[config.mk]
export PLATFORM = sky130hd
export DESIGN_NAME = rst_req
export DESIGN_NICKNAME = d
export VERILOG_FILES = /design/src/rtl/rst_req.sv
export SDC_FILE = /design/constraint.sdc
export NUM_CORES = 1
export LEC_CHECK = 0
export CAP_MARGIN = 40
export CORE_AREA = 2 2 88 90
export CTS_BUF_LIST = sky130_fd_sc_hd__clkbuf_4 sky130_fd_sc_hd__clkbuf_8 sky130_fd_sc_hd__clkbuf_16
export DETAILED_ROUTE_END_ITERATION = 8
export DIE_AREA = 0 0 90 92
export PLACE_DENSITY = 0.61
export REMOVE_ABC_BUFFERS = 1
export SKIP_CTS_REPAIR_TIMING = 1
export SYNTH_ARGS = -nofsm -noshare
export SYNTH_HDL_FRONTEND = slang
export SYNTH_SLANG_ARGS = --single-unit
export TNS_END_PERCENT = 30
[constraint.sdc]
create_clock -name clk -period 2.15 [get_ports clk]
set_clock_uncertainty 0.1 [all_clocks]
set_input_delay 0.43 -clock clk [delete_from_list [all_inputs] [get_ports clk]]
set_output_delay 0.43 -clock clk [all_outputs]
set_load 0.01 [all_outputs]
[src/rtl/rst_req.sv]
// Reset-request generator: merges a debounced push-button, a software strobe and a watchdog
// timeout into one stretched active-low reset request, and records the cause of the last one.

module rst_req #(
    parameter int unsigned DEB_BITS  = 20,
    parameter int unsigned WDT_BITS  = 24,
    parameter int unsigned PULSE_LEN = 16
) (
    input  logic       clk,
    input  logic       rst,
    input  logic       btn_n,
    input  logic       sw_rst_req,
    input  logic       wdt_en,
    input  logic       wdt_kick,
    output logic       rst_out_n,
    output logic [1:0] rst_cause,
    output logic       busy
);

    localparam int unsigned PulseW = (PULSE_LEN > 1) ? $clog2(PULSE_LEN) : 1;
    localparam logic [PulseW-1:0] PulseLoad = PulseW'(PULSE_LEN - 1);

    localparam logic [1:0] CauseNone = 2'b00;
    localparam logic [1:0] CauseBtn  = 2'b01;
    localparam logic [1:0] CauseWdt  = 2'b10;
    localparam logic [1:0] CauseSw   = 2'b11;

    typedef enum logic [1:0] {
        StIdle   = 2'b00,
        StAssert = 2'b01,
        StHold   = 2'b10
    } state_e;

    state_e              state_q;
    logic                sync1_q;
    logic                btn_s_q;
    logic                deb_level_q;
    logic [DEB_BITS-1:0] deb_cnt_q;
    logic [WDT_BITS-1:0] wdt_cnt_q;
    logic [PulseW-1:0]   pulse_cnt_q;
    logic                rst_out_n_q;
    logic [1:0]          rst_cause_q;

    logic deb_differ;
    logic deb_expire;
    logic btn_event;
    logic wdt_run;
    logic wdt_event;
    logic sw_event;
    logic any_event;

    assign deb_differ = (btn_s_q != deb_level_q);
    assign deb_expire = deb_differ && (&deb_cnt_q);
    // The debounced level falls on this same edge, so the event is its 1-to-0 transition.
    assign btn_event  = deb_expire && !btn_s_q;

    assign wdt_run    = (state_q == StIdle) && wdt_en && !wdt_kick;
    assign wdt_event  = wdt_run && (&wdt_cnt_q);
    assign sw_event   = (state_q == StIdle) && sw_rst_req;
    assign any_event  = btn_event || wdt_event || sw_event;

    always_ff @(posedge clk) begin
        if (rst) begin
            sync1_q <= 1'b1;
            btn_s_q <= 1'b1;
        end else begin
            sync1_q <= btn_n;
            btn_s_q <= sync1_q;
        end
    end

    always_ff @(posedge clk) begin
        if (rst) begin
            deb_level_q <= 1'b1;
            deb_cnt_q   <= '0;
        end else if (!deb_differ) begin
            deb_cnt_q   <= '0;
        end else if (deb_expire) begin
            deb_level_q <= btn_s_q;
            deb_cnt_q   <= '0;
        end else begin
            deb_cnt_q   <= deb_cnt_q + DEB_BITS'(1);
        end
    end

    // A kick on the all-ones cycle clears wdt_run, so it wins over the timeout.
    always_ff @(posedge clk) begin
        if (rst) begin
            wdt_cnt_q <= '0;
        end else if (!wdt_run || wdt_event) begin
            wdt_cnt_q <= '0;
        end else begin
            wdt_cnt_q <= wdt_cnt_q + WDT_BITS'(1);
        end
    end

    always_ff @(posedge clk) begin
        if (rst) begin
            state_q     <= StIdle;
            rst_out_n_q <= 1'b1;
            rst_cause_q <= CauseNone;
            pulse_cnt_q <= '0;
        end else begin
            unique case (state_q)
                StIdle: begin
                    if (any_event) begin
                        state_q     <= StAssert;
                        rst_out_n_q <= 1'b0;
                        pulse_cnt_q <= PulseLoad;
                        if (btn_event) begin
                            rst_cause_q <= CauseBtn;
                        end else if (wdt_event) begin
                            rst_cause_q <= CauseWdt;
                        end else begin
                            rst_cause_q <= CauseSw;
                        end
                    end
                end
                StAssert: begin
                    if (pulse_cnt_q == '0) begin
                        rst_out_n_q <= 1'b1;
                        state_q     <= deb_level_q ? StIdle : StHold;
                    end else begin
                        pulse_cnt_q <= pulse_cnt_q - PulseW'(1);
                    end
                end
                StHold: begin
                    if (deb_level_q) begin
                        state_q <= StIdle;
                    end
                end
                default: begin
                    state_q     <= StIdle;
                    rst_out_n_q <= 1'b1;
                end
            endcase
        end
    end

    assign rst_out_n = rst_out_n_q;
    assign rst_cause = rst_cause_q;
    assign busy      = (state_q != StIdle);

endmodule

==> results.md <==
- Synth warn: 0
- IO Pins: 10
- Largest net degree at the start of global routing: 25
- Pwr per Cell Area: 598 mW/mm^2
- Final core utilization: 41.0%
- Post-synth EDFFs: 0
- Initial antenna violation count: 0
- CP Capture Type: output pin
- DRT Pass-1 Iters: 4
- Depth of the CTS H-tree: 2
- Initial core utilization: 35.7%
- Initial DRC Count: 104
- Share of flip-flops with an asynchronous set or reset: 0%
- Post-synthesis cell type count: 48
- Detailed placement HPWL: 3.55 mm
- Post-DRT Antenna Nets: 0
- Setup violators final: 0
- Crit path kind: reg -> out
- Via-to-Cell Ratio: 5.14
- Worst-case clock buffer depth: 2
- Pleak: 0.000957 uW
- Post-Layout Cell Count: 435
- Reg-to-Reg End: rst_out_n
- Reg-to-reg startpoint: deb_cnt_q[1]
- Fraction of layout cells with a size suffix above 1: 13.2%
- HP Start: sync1_q
- Critical path peak fanout: 7
- Syn Area/Cell: 8.60 sq um
- Slowest-stage cell, CP: clkdlybuf4s50_1
- Final Hold Viols: 0
- Synth top area share: 42.2%
- Synth area leader: dfxtp_1
- R2r setup slk: 0.21 ns
- First-pass GRT wire length: 9.23 mm
- Top cells by count, synth: 56 x dfxtp_1, 37 x nor2_1, 19 x nand3_1
- Slowest cell delay on critical path: 0.55 ns
- Residual DRC: 0
- CTS root buffer: clkbuf_8
- Worst path buffer plus inverter count: 2
- Final net count: 341
- Achievable Freq: 0.489 GHz
- Vias in the first global route: 2160
- Placer Congestion: 0.772
- Cell with the most instances after synthesis: dfxtp_1
- Mapped Cells: 309
- Dpl cells: 427
- Status: finished, final reports clean
- Routed len/inst: 11.6 um
- Post-Route WL: 5.06 mm
- Crit start category: flop
- Worst EP required: 1.62 ns
- Total global routing overflow: 0
- Number of buffers created by CTS: 5
- Crit path max-delay family: buffers and inverters
- Vias: 2237
- # Max-Cap Violations: 0
- CTS tree: done
- Reg2Reg Depth: 5
- Hold Path Class: reg -> reg
- Synthesized cell area: 0.00266 sq mm
- Tcrit/Tclk final: 95.2%
- Clock Latency Late Sink: 0.31 ns
- Gr usage total: 13.2%
- Ranking of synthesized cells by area: dfxtp_1 42%, xnor2_1 5.6%, nor2_1 5.2%
- Sequential area share after synthesis: 42.2%
- FP Rows: 32
- Worst-path clk slew: 0.10 ns
- Slew @ Worst Pin: 0.632 ns
- IR drop worst, VDD: 0.264 mV
- CP Data Arrival Time: 1.52 ns
- Area grow syn2layout: 15.0%
- PortBufs: 9
- Die area: 0.00828 sq mm
- RSZ-0062 raised after global routing: false
- Slew Limit Headroom: 57.6%
- Min cycle time layout: 2.05 ns
- Hold Slack: 0.308 ns
- Seq cells post-synth: 56
- Hold path endpoint: btn_s_q
- Max-slew violations: 0
- Die extent in y: 92 um
- Core box area: 0.00745 sq mm
- Die extent in x: 90 um
- Antenna cells: 0
- Clk sinks: 56
- Top FF cell, synth: dfxtp_1
- WHS Path Cells: 1
- Crit path cell chain: nor2_1 -> inv_1 -> clkdlybuf4s50_1
## worst register-to-register path: cells and delay by family (launching register included)
kind | cells | cell delay [ns]
flip-flops | 1 | 0.35
AND/OR/NAND/NOR | 3 | 0.79
AO/OA/AOI/OAI | 1 | 0.36
adder cells (fa/ha/maj) | 1 | 0.23
## registers in the layout, indices dropped and copies added, names as in the netlist
register / count
wdt_cnt_q: 24
state_q: 2
sync1_q: 1
pulse_cnt_q: 4
deb_level_q: 1
rst_out_n: 1
deb_cnt_q: 20
btn_s_q: 1
rst_cause: 2
## final cells by class
type	count	area, sq um
fill	776	4390
clock buffer	8	97.6
sequential	56	1120
timing repair buffer	27	238
inverter	16	60.1
multi-input combinational	226	1410
tap	102	128
## kinds of logic after synthesis
group	after synthesis	synth area share, %
AND/OR/NAND/NOR	136	27.7
AO/OA/AOI/OAI	61	15.2
flip-flops	56	42.2
buffers and inverters	27	4.85
XOR/XNOR	25	8.24
adder cells (fa/ha/maj)	3	1.41
multiplexers	1	0.424
## worst max-delay path by stage
stage                    end          from  cells past startpoint
6_report                busy    state_q[1]                      3
3_3_place_gp    rst_cause[0]      wdt_kick                      5
2_1_floorplan  wdt_cnt_q[10]  wdt_cnt_q[0]                      5
3_5_place_dp    rst_cause[0]      wdt_kick                      5
4_1_cts                 busy    state_q[1]                      3
5_1_grt                 busy    state_q[1]                      3
## report_power, final
group / switching [uW] / internal, uW
Combinational: 65.5 / 67.6
Clock: 332 / 289
Sequential: 16.4 / 1060
## metrics by stage
step | setup TNS [ns] | total power (uW) | worst slack, ns | cell area, sq um
detailed placement | -0.0462 | 1230 | -0.0462 | 2950
CTS | 0 | 1860 | 0.0970 | 3050
finish | 0 | 1830 | 0.104 | 3060
global placement | -0.00130 | 1230 | -0.00130 | 2950
floorplan | 0 | 1170 | 0.0750 | 2590
global route | 0 | 1910 | 0.000540 | 3060
## metal layers
layer  part of all wire (%)  up-vias  GRT usage (%)
met5                      0        -              0
met4                    1.3        0           4.10
met3                    3.2        7           3.12
met2                     48       18           22.6
met1                     48     1059           16.6
li1                       -     1153              -
## placed cells by master (no fill, tap or decap), drive strengths merged, types with 2 or more instances in the layout
master         instances
nand3                 19
clkdlybuf4s50          9
o221ai                 2
o21ai                 15
a21boi                 3
nor4                   4
a21oi                 19
clkbuf                 8
buf                   18
a311o                  3
a211oi                 3
or3                   13
nor3                   8
o31ai                  7
nand2                 18
xnor2                 17
inv                   16
nor2                  37
a31oi                  3
and4                   4
nand4                 11
or2                    5
ha                     3
and3                   5
xor2                   8
or4                    6
dfxtp                 56
Power figures use the tool's default switching activity.
==> patch, RTL diff (same settings) <==
Encoding of `state_e`: now one-hot (3 bits for 3 states).
--- a/src/rtl/rst_req.sv
+++ b/src/rtl/rst_req.sv
@@ -25,10 +25,10 @@
     localparam logic [1:0] CauseWdt  = 2'b10;
     localparam logic [1:0] CauseSw   = 2'b11;
 
-    typedef enum logic [1:0] {
-        StIdle   = 2'b00,
-        StAssert = 2'b01,
-        StHold   = 2'b10
+    typedef enum logic [2:0] {
+        StIdle   = 3'b001,
+        StAssert = 3'b010,
+        StHold   = 3'b100
     } state_e;
 
     state_e              state_q;
Behaviour: no difference found for any inputs over 10 cycles, from zero or initial values and one cycle with rst high; not proved beyond that.
==> patch against the unedited design <==
Routed wire length down 14%; via count fell by 16%; critical path depth increased by 3; synthesized area is 6.7% lower; sequential cell count grew 1; setup slack better by 0.13 ns; combinational power decreased by 22%; final area down 3.8%; cell count shrank 8.0%; first-iteration DRC count is 23% lower; clock power is 45% higher; core utilization decreased by 1.6 points; power grew 15%.
==> patch: results (changes against the unedited design) <==
metric,value,unit,change
Critical Path AT,2.04,ns,+0.52 ns
detailed placement HPWL,3020,um,-15%
cts bufs inserted,9,,+4
Place WS,0.206,ns,+0.252 ns
status,"complete, no violations",,
post-synthesis average cell area,9.24,um2,+7.5%
share of cells above drive strength 1,14.8,%,+1.6 points
most frequent cells after synthesis,"58 x nor2_1, 57 x dfxtp_1, 25 x xor2_1",,
placed insts,384,,-10%
Nets,302,,-11%
RR Startpoint,wdt_cnt_q[0],,
Hold WS,0.307,ns,-0.000921 ns
Slew headroom,71.2,%,+14 points
Area after DPL,0.00275,mm2,-6.8%
number of global-route vias before repair,1818,,-16%
"Seq/Total Area, Yosys",46.1,%,+3.9 points
register clock-pin slew on the reported worst setup and hold paths,0.06,ns,-0.04 ns
overall via count from detail_route,1880,,-16%
peak supply drop,0.396,mV,+50%
Reg2Reg Depth,6,,+1
vias per cell,4.70,,-8.6%
CTS H-tree lvls,3,,+1
clk_lat worst skew,0.33,ns,+0.02 ns
Worst Path Max Fanout,6,,-1
Worst Hold End,btn_s_q,,
placer congestion estimate,0.723,,-6.3%
Crit Reg-Reg Endpoint,state_q[0],,
DR WL/cell,10.9,um,-6.1%
DRT iter0 DRCs,80,,-23%
first-pass GRT wire length,7980,um,-14%
top area cells in the synthesized netlist,"dfxtp_1 46%, xor2_1 8.8%, nor2_1 8.8%",,
-- patch: cell count changes after synthesis, moves of 4 or more --
cell,change
xor2_1,+17
a21oi_1,-14
nor3_1,-6
inv_1,-7
o31ai_1,-6
or4_1,-5
or3_1,-12
nand4_1,+4
o21ai_0,-12
nor2_1,+21
nand3_1,-7
-- patch: worst max path at each step --
| stage | slack (ns) | end | from |
|---|---|---|---|
| 6_report | 0.24 | state_q[0] | wdt_cnt_q[0] |
| 5_1_grt | 0.07 | deb_cnt_q[11] | deb_cnt_q[0] |
| 4_1_cts | -0.08 | busy | state_q[0] |
| 3_5_place_dp | 0.21 | pulse_cnt_q[0] | wdt_kick |
| 3_3_place_gp | 0.21 | wdt_cnt_q[13] | rst |
| 2_1_floorplan | 0.20 | wdt_cnt_q[10] | wdt_cnt_q[0] |
-- patch: cells by family (layout without fill, tap and decap cells) --
| group | after synthesis | after routing | share of synthesized area [%] |
|---|---|---|---|
| compound gates | 19 | 19 | 6.11 |
| flops | 57 | 57 | 46.1 |
| xor+xnor | 43 | 43 | 15.2 |
| simple gates | 131 | 131 | 28.1 |
| mux | 1 | 1 | 0.404 |
| fa+ha+maj | 3 | 3 | 1.52 |
| buf+inv | 14 | 44 | 2.58 |
-- patch: cell type report --
class	count	area, um2
flip-flops and latches	57	1140
multi-input cells	197	1270
well taps	102	128
clock inverters	3	15.0
clock buffers	13	166
repair buffers	19	180
inverters	9	33.8
fillers	799	4510
-- patch: critical path, cell delays in order (launching register included) --
cell and delay (ns):
dfxtp_1 0.37, ha_1 0.20, nand3_1 0.11, nor4_2 0.34
and3_1 0.31, o21ai_2 0.14, a31o_2 0.24
-- patch: per-layer routing --
layer	part of all wire [%]	global-route usage [%]	up-vias	routed length, um
li1	-	-	966	-
met1	50	15.1	884	2200
met2	44	18.4	18	1940
met3	2.3	2.30	12	100
met4	2.9	7.31	0	125
met5	0	0	-	0
-- patch: where the power goes --
group | switching (mW) | internal, mW | total (mW)
Sequential | 0.0142 | 1.08 | 1.09
Clock | 0.401 | 0.501 | 0.902
Combinational | 0.0528 | 0.0517 | 0.104
Total | 0.468 | 1.63 | 2.10
